--- src/rtl/lsu_ctrl_pkg.sv ---
// Shared encodings for the load/store controller: FSM states, error codes
// and the funct3 size/sign encodings used on the execute-stage interface.
package lsu_ctrl_pkg;

  typedef enum logic [1:0] {
    ST_IDLE = 2'd0,
    ST_BUS  = 2'd1,
    ST_RESP = 2'd2
  } lsu_state_t;

  localparam logic [1:0] LSU_ERR_OK       = 2'b00;
  localparam logic [1:0] LSU_ERR_MISALIGN = 2'b01;
  localparam logic [1:0] LSU_ERR_RANGE    = 2'b10;
  localparam logic [1:0] LSU_ERR_TIMEOUT  = 2'b11;

  localparam logic [2:0] FUNC_LB  = 3'b000;
  localparam logic [2:0] FUNC_LH  = 3'b001;
  localparam logic [2:0] FUNC_LW  = 3'b010;
  localparam logic [2:0] FUNC_LBU = 3'b100;
  localparam logic [2:0] FUNC_LHU = 3'b101;
  localparam logic [2:0] FUNC_SB  = 3'b000;
  localparam logic [2:0] FUNC_SH  = 3'b001;
  localparam logic [2:0] FUNC_SW  = 3'b010;

endpackage

--- src/rtl/lsu_lane_align.sv ---
// Combinational lane logic: byte enables, replicated store data, extended
// load data and legality flags from funct3 and the low address bits.
module lsu_lane_align
  import lsu_ctrl_pkg::*;
(
  input  logic [2:0]  funct3,
  input  logic        store,
  input  logic [1:0]  addr_lo,
  input  logic [31:0] wdata,
  input  logic [31:0] rdata,
  output logic [3:0]  be,
  output logic [31:0] wdata_rep,
  output logic [31:0] rdata_ext,
  output logic [1:0]  size_m1,
  output logic        illegal,
  output logic        misaligned
);

  logic [31:0] shifted;

  always_comb begin
    be         = 4'b0000;
    wdata_rep  = wdata;
    rdata_ext  = 32'h0;
    size_m1    = 2'd0;
    illegal    = 1'b0;
    misaligned = 1'b0;
    shifted    = rdata >> {addr_lo, 3'b000};

    case (funct3[1:0])
      2'b00: begin
        be        = 4'b0001 << addr_lo;
        wdata_rep = {4{wdata[7:0]}};
        size_m1   = 2'd0;
      end
      2'b01: begin
        be         = 4'b0011 << {addr_lo[1], 1'b0};
        wdata_rep  = {2{wdata[15:0]}};
        size_m1    = 2'd1;
        misaligned = addr_lo[0];
      end
      2'b10: begin
        be         = 4'b1111;
        size_m1    = 2'd3;
        misaligned = |addr_lo;
      end
      default: illegal = 1'b1;
    endcase

    // Unsigned variants exist only for byte/half loads.
    if (funct3[2] && (store || funct3[1]))
      illegal = 1'b1;

    case (funct3)
      FUNC_LB:  rdata_ext = {{24{shifted[7]}}, shifted[7:0]};
      FUNC_LH:  rdata_ext = {{16{shifted[15]}}, shifted[15:0]};
      FUNC_LW:  rdata_ext = rdata;
      FUNC_LBU: rdata_ext = {24'h0, shifted[7:0]};
      FUNC_LHU: rdata_ext = {16'h0, shifted[15:0]};
      default:  rdata_ext = 32'h0;
    endcase
  end

endmodule

--- src/rtl/lsu_ctrl.sv ---
// Handshaked multi-cycle load/store controller between execute and writeback,
// driving a word-wide bus with byte enables and a bounded ack wait.
module lsu_ctrl
  import lsu_ctrl_pkg::*;
#(
  parameter int ADDR_W      = 32,
  parameter int DEPTH_BYTES = 1024,
  parameter int TIMEOUT     = 15
) (
  input  logic              clk_i,
  input  logic              rst_n_i,
  input  logic              req_valid_i,
  output logic              req_ready_o,
  input  logic              req_store_i,
  input  logic [2:0]        req_funct3_i,
  input  logic [ADDR_W-1:0] req_addr_i,
  input  logic [31:0]       req_wdata_i,
  output logic              rsp_valid_o,
  input  logic              rsp_ready_i,
  output logic [31:0]       rsp_rdata_o,
  output logic [1:0]        rsp_err_o,
  output logic              mem_req_o,
  output logic              mem_we_o,
  output logic [ADDR_W-1:0] mem_addr_o,
  output logic [3:0]        mem_be_o,
  output logic [31:0]       mem_wdata_o,
  input  logic              mem_ack_i,
  input  logic [31:0]       mem_rdata_i,
  output logic [1:0]        state_o
);

  localparam int CNT_W = $clog2(TIMEOUT + 1);
  localparam logic [ADDR_W:0] LAST_ADDR = (ADDR_W + 1)'(DEPTH_BYTES - 1);

  // Both handshakes are valid/ready: a transfer happens on a rising edge where
  // valid and ready are both high; the producer holds its payload until then.
  lsu_state_t       state;
  logic             store_q;
  logic [2:0]       funct3_q;
  logic [1:0]       addr_lo_q;
  logic [CNT_W-1:0] cnt;

  logic [2:0]       funct3_sel;
  logic             store_sel;
  logic [1:0]       addr_lo_sel;
  logic [3:0]       be;
  logic [31:0]      wdata_rep;
  logic [31:0]      rdata_ext;
  logic [1:0]       size_m1;
  logic             illegal;
  logic             misaligned;
  logic [ADDR_W:0]  last_byte;
  logic             out_of_range;

  assign req_ready_o = (state == ST_IDLE);
  assign state_o     = state;

  // One aligner serves both phases: live request in IDLE, latched one after.
  assign funct3_sel  = (state == ST_IDLE) ? req_funct3_i    : funct3_q;
  assign store_sel   = (state == ST_IDLE) ? req_store_i     : store_q;
  assign addr_lo_sel = (state == ST_IDLE) ? req_addr_i[1:0] : addr_lo_q;

  lsu_lane_align u_align (
    .funct3     (funct3_sel),
    .store      (store_sel),
    .addr_lo    (addr_lo_sel),
    .wdata      (req_wdata_i),
    .rdata      (mem_rdata_i),
    .be         (be),
    .wdata_rep  (wdata_rep),
    .rdata_ext  (rdata_ext),
    .size_m1    (size_m1),
    .illegal    (illegal),
    .misaligned (misaligned)
  );

  assign last_byte    = {1'b0, req_addr_i} + {{(ADDR_W - 1){1'b0}}, size_m1};
  assign out_of_range = (last_byte > LAST_ADDR);

  always_ff @(posedge clk_i or negedge rst_n_i) begin
    if (!rst_n_i) begin
      state       <= ST_IDLE;
      store_q     <= 1'b0;
      funct3_q    <= 3'b000;
      addr_lo_q   <= 2'b00;
      cnt         <= '0;
      rsp_valid_o <= 1'b0;
      rsp_rdata_o <= 32'h0;
      rsp_err_o   <= LSU_ERR_OK;
      mem_req_o   <= 1'b0;
      mem_we_o    <= 1'b0;
      mem_addr_o  <= '0;
      mem_be_o    <= 4'b0000;
      mem_wdata_o <= 32'h0;
    end else begin
      case (state)
        ST_IDLE: begin
          if (req_valid_i) begin
            store_q   <= req_store_i;
            funct3_q  <= req_funct3_i;
            addr_lo_q <= req_addr_i[1:0];
            cnt       <= '0;
            if (illegal || misaligned) begin
              rsp_valid_o <= 1'b1;
              rsp_rdata_o <= 32'h0;
              rsp_err_o   <= LSU_ERR_MISALIGN;
              state       <= ST_RESP;
            end else if (out_of_range) begin
              rsp_valid_o <= 1'b1;
              rsp_rdata_o <= 32'h0;
              rsp_err_o   <= LSU_ERR_RANGE;
              state       <= ST_RESP;
            end else begin
              mem_req_o   <= 1'b1;
              mem_we_o    <= req_store_i;
              mem_addr_o  <= {req_addr_i[ADDR_W-1:2], 2'b00};
              mem_be_o    <= be;
              mem_wdata_o <= wdata_rep;
              state       <= ST_BUS;
            end
          end
        end
        ST_BUS: begin
          // Ack is checked first so an ack in the last allowed cycle still wins.
          if (mem_ack_i) begin
            mem_req_o   <= 1'b0;
            mem_we_o    <= 1'b0;
            rsp_valid_o <= 1'b1;
            rsp_rdata_o <= store_q ? 32'h0 : rdata_ext;
            rsp_err_o   <= LSU_ERR_OK;
            state       <= ST_RESP;
          end else if (cnt == CNT_W'(TIMEOUT - 1)) begin
            mem_req_o   <= 1'b0;
            mem_we_o    <= 1'b0;
            rsp_valid_o <= 1'b1;
            rsp_rdata_o <= 32'h0;
            rsp_err_o   <= LSU_ERR_TIMEOUT;
            state       <= ST_RESP;
          end else begin
            cnt <= cnt + 1'b1;
          end
        end
        ST_RESP: begin
          if (rsp_ready_i) begin
            rsp_valid_o <= 1'b0;
            state       <= ST_IDLE;
          end
        end
        default: state <= ST_IDLE;
      endcase
    end
  end

endmodule

--- config.mk ---
export PLATFORM = sky130hd
export DESIGN_NAME = lsu_ctrl
export DESIGN_NICKNAME = d
export VERILOG_FILES = /design/src/rtl/lsu_ctrl_pkg.sv /design/src/rtl/lsu_lane_align.sv /design/src/rtl/lsu_ctrl.sv
export SDC_FILE = /design/constraint.sdc
export NUM_CORES = 1
export LEC_CHECK = 0
export CORE_MARGIN = 4
export CORE_UTILIZATION = 35
export DETAILED_ROUTE_END_ITERATION = 8
export PLACE_DENSITY = 0.77
export SYNTH_ARGS = -nofsm -noshare
export SYNTH_HDL_FRONTEND = slang
export SYNTH_HIERARCHICAL = 1
export SYNTH_SLANG_ARGS = --single-unit
export TNS_END_PERCENT = 100
--- constraint.sdc ---
create_clock -name clk_i -period 3.9 [get_ports clk_i]
set_input_delay 0.39 -clock clk_i [delete_from_list [all_inputs] [get_ports clk_i]]
set_output_delay 0.39 -clock clk_i [all_outputs]
set_load 0.1 [all_outputs]
After elaboration in Yosys (flattened, before gate mapping)

Cells that the tools add are included.
Widths: inputs -> output; s select.

Bitwise operators: 2
Reduce and logical (&&, ||, !) cells: 17
Shifts and indexed selects: 3
Multiplexer cells: 51
Equal/unequal tests: 17
Magnitude comparators: 1
Add/sub/neg operators: 2

Operators by type and width:

| cell                 | number |
|---|---|
| $mux 32              | 6 |
| $pmux 32 s5          | 1 |
| $pmux 32 s2          | 2 |
| $add 32x2->33        | 1 |
| $gt 33x10->1 const B | 1 |
| $shr 32x5->16        | 1 |
| $mux 2               | 12 |
| $mux 1               | 17 |
| $mux 4               | 3 |
| $ne 2x2->1 const B   | 6 |
| $pmux 4 s3           | 1 |
| $reduce_and 4->1     | 3 |
| $reduce_and 5->1     | 2 |
| $pmux 2 s2           | 2 |
| $pmux 4 s2           | 1 |
| $eq 3x3->1 const B   | 2 |
| $pmux 1 s2           | 3 |
| $pmux 2 s3           | 1 |
| $add 4x1->4 const B  | 1 |
| $eq 2x1->1 const B   | 2 |
| $eq 2x2->1 const B   | 2 |
| $eq 4x4->1 const B   | 1 |
| $logic_not 2->1      | 2 |
| $shl 1x2->4 const A  | 1 |
| 17 further kinds     | 19 |

Bits in registers: 115
Input bits: 105
Word-level logic and storage cells: 106
Output and inout bits: 108

Longest topological paths before layout

Gate-level depths: netlist of run 1.

Depth after elaboration: 10
Depth in mapped cells: 15
Mapped depth without buffers: 13

By module

The synthesis of run 1 kept the hierarchy.

Modules (own cells, without submodules):

| module         | area an instance (um^2) | times used | sequential area each (um^2) | cells each |
|---|---|---|---|---|
| lsu_ctrl       | 5,432.7                 | 1          | 2,877.8                     | 498 |
| lsu_lane_align | 1,192.4                 | 1          | 0.0                         | 176 |

Worst setup path after synthesis of run 1

OpenSTA, ideal clock, no wires.

Path type: reg-to-reg
Start: register state[0] (netlist: state_o[0])
End: register mem_addr_o[2]
Setup slack: -1.883 ns
Data arrival time: 5.655 ns
Clock period less this slack: 5.783 ns
Required time: 3.772 ns
Setup time: 0.128 ns
Path buffers: 2
Cell stages (with the launch flop): 16
Cell sequence: dfrtp_1 -> nor2_1 -> mux2_2 -> inv_1 -> ha_1 -> ha_1 -> fa_1 -> nand4_2 -> nor4_2 -> and3_1 -> o211ai_1 -> nor4_4 -> and4_4 -> buf_6 -> buf_6 -> mux2_1

Elaborated cells between the ends (all ways): 21
Those cells by class: add/sub: 1; order compare: 1; eq/ne: 2; mux: 7; bitwise: 2; reduce/logical: 8

RTL lines:

| element                                         | RTL line             | text |
|---|---|---|
| start, declared                                 | lsu_ctrl.sv:37       | `lsu_state_t state;` |
| start signal, assigned                          | lsu_ctrl.sv:82       | `state <= ST_IDLE;` |
| start signal, assigned                          | lsu_ctrl.sv:107      | `state <= ST_RESP;` |
| start signal, assigned                          | lsu_ctrl.sv:112      | `state <= ST_RESP;` |
| $logic_not 2->1 (*)                             | -                    |  |
| via req_ready_o                                 | lsu_ctrl.sv:13       | `output logic req_ready_o,` |
| $mux 3 (*)                                      | lsu_ctrl.sv:59       | `assign funct3_sel = (state == ST_IDLE) ? req_funct3_i : funct3_q;` |
| via funct3_sel[1]                               | lsu_ctrl.sv:43       | `logic [2:0] funct3_sel;` |
| $eq 2x2->1 / $eq 2x1->1 (equally long branches) | lsu_lane_align.sv:30 | `case (funct3[1:0])` |
| $pmux 2 s2 (*)                                  | lsu_lane_align.sv:30 |  |
| via size_m1[0]                                  | lsu_ctrl.sv:49       | `logic [1:0] size_m1;` |
| $add 32x2->33 (*)                               | lsu_ctrl.sv:77       | `assign last_byte = {1'b0, req_addr_i} + {{(ADDR_W - 1){1'b0}}, size_m1};` |
| $gt 33x10->1 (*)                                | lsu_ctrl.sv:78       | `assign out_of_range = (last_byte > LAST_ADDR);` |
| $not 1->1 (no source line) (*)                  | -                    |  |
| $reduce_and 4->1 (no source line) (*)           | -                    |  |
| end signal, assigned                            | lsu_ctrl.sv:116      | `mem_addr_o <= {req_addr_i[ADDR_W-1:2], 2'b00};` |
| end, declared                                   | lsu_ctrl.sv:24       | `output logic [ADDR_W-1:0] mem_addr_o,` |

The timed path passes the listed nets; every way through them passes the cells marked *.
A chain may end at the register's enable or synchronous reset.

Worst setup path after layout of run 1

Start: register state[0] (netlist: state_o[0])
End: register mem_wdata_o[29]

Elaborated cells between the ends (all ways): 22
Those cells by class: add/sub: 1; order compare: 1; eq/ne: 2; mux: 8; bitwise: 2; reduce/logical: 8

RTL lines:

| element                                         | RTL line             | text |
|---|---|---|
| $logic_not 2->1 (*)                             | lsu_ctrl.sv:59       |  |
| $mux 3 (*)                                      | lsu_ctrl.sv:59       |  |
| via funct3_sel[1]                               | lsu_ctrl.sv:43       |  |
| $eq 2x2->1 / $eq 2x1->1 (equally long branches) | lsu_lane_align.sv:30 |  |
| $pmux 2 s2 (*)                                  | lsu_lane_align.sv:30 |  |
| via size_m1[0]                                  | lsu_ctrl.sv:49       |  |
| $add 32x2->33 (*)                               | lsu_ctrl.sv:77       |  |
| $gt 33x10->1 (*)                                | lsu_ctrl.sv:78       |  |
| $not 1->1 (no source line) (*)                  | -                    |  |
| $reduce_and 4->1 (no source line) (*)           | -                    |  |
| end signal, assigned                            | lsu_ctrl.sv:118      | `mem_wdata_o <= wdata_rep;` |
| end, declared                                   | lsu_ctrl.sv:26       | `output logic [31:0] mem_wdata_o,` |

Marks and branches as above.

==> results.tsv, run 1 <==
stage	metric	value	unit
power	power.total	3.679	mW
drt	first_iter_violations	423	
logic_synthesis	ys_ff_latch	115	
clock_tree	clk_latency	0.41	ns
power	power_density	380.3	nW/um^2
clock_tree	numCtsBuffers	17	
drt	wl_met1	9.094	mm
timing	fin_skew	0.008632	ns
timing	fin_crit	3.753	ns
final_layout	antenna_cells	0	
floorplanning	num_rows	50	
clock_tree	cts_num_sinks	115	
critical_path	crit_path_max_fanout	14	
final_layout	seqCellArea	2885	um^2
timing	fmax	0.2664	GHz
logic_synthesis	synth_top_area_share	43.44	%
critical_path	path_class	register to register	
global_route	grt_pass1_vias	5996	
logic_synthesis	syn_area	6625	um^2
final_layout	multi_input_area	3397	um^2
logic_synthesis	ys_async_sr_fraction	100.0	%
logic_synthesis	ys_types	64	
critical_path	setup.worst_path.end_class	register	
logic_synthesis	ys_seq_area_share	43.44	%
timing	tightestPinTransition	1.053	ns
final_layout	finalNonFillerCells	1129	
floorplanning	coreArea	18640	um^2
final_layout	syn_to_final_growth	46.04	%
logic_synthesis	yosys-top-cells-area	dfrtp_1, mux2_2, a22oi_1	
floorplanning	die_y	145.6	um
floorplanning	io_pins	213	
logic_synthesis	ys_warn_count	6	
drt	wl_met2	9.948	mm
timing	setup_tns	0	ns
timing	finalCritPeriodShare	96.24	%
power	vdd_drop_max	520.0	uV
global_route	grt_max_degree	116	
final_layout	nets	997	
logic_synthesis	synth_ff_type	dfrtp_1	
floorplanning	start_util	35.54	%
drt	ant_nets	0	
drt	vias	6079	
drt	drc	0	
critical_path	cp.required	4.18	ns
timing	maxSlewHeadroom	29.55	%
drt	dr.pass1.iters	5	
timing	finalHoldViolations	0	
clock_tree	cts_max_path_buffers	2	
clock_tree	cts_tree	yes	
drt	via_per_inst	5.384	
global_route	grt_antenna_before_repair	0	
drt	wl_met3	1.211	mm
min_path	min_path_type	input port to asynchronous set/reset pin	
drt	wl_per_cell	18.18	um
final_layout	fill_cells	1662	
job	max_cap_viol_count	0	
timing	setup_violations	0	
final_layout	finalInstanceArea	9676	um^2
logic_synthesis	yosysTopAreaCell	dfrtp_1	
place	dp_cells	1093	
logic_synthesis	synth_edf_count	0	
place	dp_hpwl	14.94	mm
floorplanning	die_w	145.6	um
drt	wirelength	20.53	mm
timing	drv_slew	0	
global_route	grt_pass1_wl	32.47	mm
logic_synthesis	synth_cells	674	
clock_tree	cts-htree-levels	4	
logic_synthesis	avgSynthCellArea	9.830	um^2
floorplanning	fp.dieArea	21190	um^2
place	gp_congestion	0.8847	
power	power.leakage	4.241	nW
critical_path	start_kind	register	
run_status	status	finished, final reports clean	
clock_tree	ctsHoldBuffers	0	
place	portBuffers	210	
logic_synthesis	synth_most_common_cell	dfrtp_1	
clock_tree	clkTransAtPathRegs	0.06	ns
place	placed_area	9017	um^2
global_route	grtUsageTotal	18.61	%
global_route	grt_overflow	0	
final_layout	final_util	51.90	%
drt	topRoutingLayerUsed	met4	
final_layout	drive_gt1_share	14.30	%
critical_path	critical_path_arrival	4.04	ns
clock_tree	clockRootBuffer	clkbuf_16	
logic_synthesis	synth_commonest_cells	dfrtp_1, nand2_1, o21ai_0	
-- worst paths after layout --
| kind | startpoint | end | slack [ns] | cells past startpoint |
|---|---|---|---|---|
| worst max-delay path | state_o[0] | mem_wdata_o[29] | 0.15 | 14 |
| worst min-delay path | rst_n_i | rsp_rdata_o[1] | 0.05 | 2 |
| worst max register to register | state_o[0] | mem_wdata_o[29] | 0.15 | 14 |
| worst min register to register | addr_lo_q[1] | addr_lo_q[1] | 0.47 | 2 |
| max in group asynchronous | rst_n_i | mem_be_o[1] | 3.34 | 2 |
| min in group clk_i | addr_lo_q[1] | addr_lo_q[1] | 0.47 | 2 |
-- per-stage QoR --
stage	hold slack, ns	worst slack (ns)
final	0.05417	0.1468
after global routing	0.1048	-0.03494
after CTS	0.08529	0.1083
after detailed placement	0.4644	-0.03629
after global placement	0.4536	0.06181
after floorplan	0.09441	-0.4037
-- cells by family after synthesis --
kind of cell	after synthesis	synth area share, %
flops	115	43.44
compound gates	183	18.98
other cells	1	0.05660
fa+ha+maj	10	2.002
buf+inv	93	6.969
xor+xnor	4	0.5289
simple gates	195	15.68
mux	73	12.35
-- registers in the layout, summed over array words and instances (netlist names) --
signal and flops:
cnt 4, addr_lo_q 2, rsp_err_o 2, mem_be_o 4, mem_wdata_o 32, rsp_valid_o 1
mem_req_o 1, rsp_rdata_o 32, store_q 1, mem_we_o 1, mem_addr_o 30, funct3_q 3
state_o 2
-- worst max-delay path, cell delays in order (launching register included) --
cell	delay (ns)
dfrtp_4	0.52
nor2_4	0.15
mux2_4	0.35
inv_2	0.08
ha_4	0.20
ha_4	0.18
fa_2	0.42
nand2_1	0.08
nor3_1	0.06
or3_1	0.34
a22oi_2	0.17
and4_1	0.23
and4_4	0.31
clkbuf_16	0.21
mux2_1	0.33
-- routing by layer --
layer  global-route usage [%]  up-vias
met1                    25.27     2966
met4                    4.891        0
met3                    3.924       21
met2                    30.45      233
li1                         -     2859
met5                        0        -
-- report_power, final --
part | switching, mW | total, mW | internal, mW
sequential | 0.0198 | 1.24 | 1.22
combinational | 0.568 | 0.955 | 0.387
clock | 0.560 | 1.48 | 0.923
total | 1.15 | 3.68 | 2.53
-- layout make-up --
| class | instances | share of cell area, % |
|---|---|---|
| Inverter | 48 | 1.888 |
| Tap cell | 234 | 3.026 |
| Multi-Input combinational cell | 467 | 35.11 |
| Sequential cell | 115 | 29.82 |
| Clock buffer | 20 | 4.823 |
| Clock inverter | 12 | 1.099 |
| Timing Repair Buffer | 233 | 24.23 |
-- timing repair --
action                     4_1_cts  5_1_grt
setup endpoints to repair        0       40
gates resized for setup          0        4
setup buffers                    0        2
-- cells in the final DEF (no fill, tap or decap), types with 16 or more instances in the layout --
master           instances
buf_4                   19
nor2_1                  28
inv_1                   44
nor2b_1                 23
a22oi_1                 41
nand4_1                 17
o21ai_0                 52
mux2_2                  39
nand2_1                 72
clkbuf_16               19
a21oi_1                 22
dfrtp_1                113
a211o_1                 16
clkdlybuf4s50_1        209
Note: power is estimated with default switching activity, not from simulation.
==> inputs of run 2 (changes only) <==
- CORE_MARGIN: 4 -> 2
- HOLD_SLACK_MARGIN: unset -> 0.15
==> run 2 against run 1 <==
Net effect: routed wire length fell by 0.65%; die area is 5.4% lower; via count increased by 1.2%; count of clock-buffer cells in the layout shrank 2; hold slack improved by 0.088 ns; cell area up 0.62%; critical path type unchanged.
==> results.tsv, run 2 (synthesized netlist as in run 1, its figures left out) <==
stage	metric	value	unit
run_status	status	finished, final reports clean	
timing	fin_crit	3.746	ns
timing	setup_violations	0	
clock_tree	clkTransAtPathRegs	0.06	ns
floorplanning	start_util	35.54	%
clock_tree	cts_tree	yes	
place	gp_congestion	0.9144	
timing	drv_slew	0	
timing	maxSlewHeadroom	25.77	%
final_layout	final_cell_mix	clkdlybuf4s50_1, dfrtp_1, nand2_1, o21ai_0, inv_1	
power	internal_power	2.568	mW
place	dp_cells	1097	
timing	finalCritPeriodShare	96.06	%
timing	rsz0062_at_grt	yes	
global_route	grtUsageTotal	20.15	%
drt	dr.pass1.iters	5	
drt	via_per_inst	5.412	
floorplanning	coreArea	18640	um^2
drt	vias	6153	
global_route	grt_antenna_before_repair	0	
drt	wirelength	20.40	mm
power	pwr-share-seq	33.0	%
power	p_comb_share	25.4	%
drt	drc	0	
global_route	grt_max_degree	76	
final_layout	final_common_cell	clkdlybuf4s50_1	
critical_path	path_class	register to register	
clock_tree	clockRootBuffer	clkbuf_16	
final_layout	reg.largest.list	mem_wdata_o: 32 flops, rsp_rdata_o: 32 flops, mem_addr_o: 30 flops	
place	dp_hpwl	14.56	mm
clock_tree	cts_num_sinks	115	
global_route	grt_pass1_vias	6003	
drt	ant_nets	0	
timing	tightestPinTransition	1.110	ns
clock_tree	cts_max_path_buffers	2	
critical_path	setup.worst_path.end_class	register	
timing	fmax	0.2669	GHz
final_layout	finalInstanceArea	9736	um^2
drt	wl_per_cell	17.94	um
job	max_cap_viol_count	0	
timing	fin_skew	0.008066	ns
critical_path	start_kind	register	
final_layout	nets	1005	
critical_path	crit_path_max_fanout	7	
floorplanning	io_pins	213	
clock_tree	cts-htree-levels	4	
timing	finalHoldViolations	0	
global_route	grt_pass1_wl	31.78	mm
min_path	min_path_type	input port to asynchronous set/reset pin	
critical_path	reg2regPathDepth	15	
critical_path	cp.required	4.20	ns
power	switching_power	1.187	mW
power	power.leakage	4.302	nW
clock_tree	clk_latency	0.42	ns
floorplanning	fp.dieArea	20040	um^2
timing	whs	0.1424	ns
place	portBuffers	210	
final_layout	drive_gt1_share	14.84	%
floorplanning	num_rows	50	
power	power_density	385.8	nW/um^2
floorplanning	die_w	141.6	um
floorplanning	die_y	141.6	um
critical_path	r2r_slack	0.15	ns
clock_tree	ctsHoldBuffers	0	
power	power.total	3.756	mW
critical_path	critical_path_arrival	4.04	ns
power	vdd_drop_max	415.2	uV
final_layout	finalNonFillerCells	1137	
clock_tree	numCtsBuffers	17	
place	placed_area	9022	um^2
power	switching_share	31.61	%
global_route	grt_overflow	0	
drt	first_iter_violations	343	
final_layout	antenna_cells	0	
final_layout	final_util	52.22	%
power	clock_power_share	41.5	%
final_layout	syn_to_final_growth	46.95	%
-- run 2: metrics by stage --
stage	worst slack (ns)	setup TNS [ns]
floorplan	-0.4037	-19.79
global placement	0.05064	0
detailed placement	0.01036	0
CTS	0.1303	0
global route	-0.006457	-0.008037
finish	0.1538	0
-- run 2: critical path: stages (launching register included) --
cell     delay [ns]
dfrtp_4        0.50
nor2_4         0.17
mux2_4         0.35
inv_4          0.08
ha_4           0.21
ha_4           0.17
fa_2           0.38
nand2_1        0.07
nor3_1         0.06
or3_1          0.34
a22oi_2        0.16
and4_1         0.21
and4_4         0.33
buf_4          0.15
buf_12         0.11
mux2_2         0.33
-- run 2: area by class of cell --
class,count,area (um^2)
well taps,234,292.8
clock inverters,14,157.7
multi-input cells,467,3398
flip-flops and latches,115,2885
inverters,48,182.7
clock buffers,18,439.2
repair buffers,241,2380
fillers,1698,8907
-- run 2: final timing paths --
check,startpoint,end
setup reg to reg,state_o[0],mem_wdata_o[31]
hold / removal,rst_n_i,rsp_rdata_o[0]
hold reg to reg,funct3_q[2],funct3_q[2]
max in group asynchronous,rst_n_i,mem_addr_o[8]
min in group clk_i,funct3_q[2],funct3_q[2]
setup / recovery,state_o[0],mem_wdata_o[31]
-- run 2: metal layers --
layer / part of all wire (%) / routed length (um) / global-route usage [%]
met1: 43 / 8854 / 26.61
met2: 48 / 9816 / 32.91
met3: 6.8 / 1379 / 4.219
met4: 1.7 / 346 / 7.158
met5: 0 / 0 / 0
-- run 2: power by group through the flow --
stage	logic, mW	clock network [mW]	registers (mW)
2_1_floorplan	0.520	0	1.35
3_3_place_gp	0.932	0	1.26
3_5_place_dp	0.939	0	1.26
4_1_cts	0.945	1.59	1.24
5_1_grt	1.04	1.65	1.24
6_report	0.955	1.56	1.24
-- run 2: timing repair --
action / in CTS / in global routing
setup endpoints to repair: 0 / 33
setup buffers: 0 / 6
resized for setup: 0 / 3
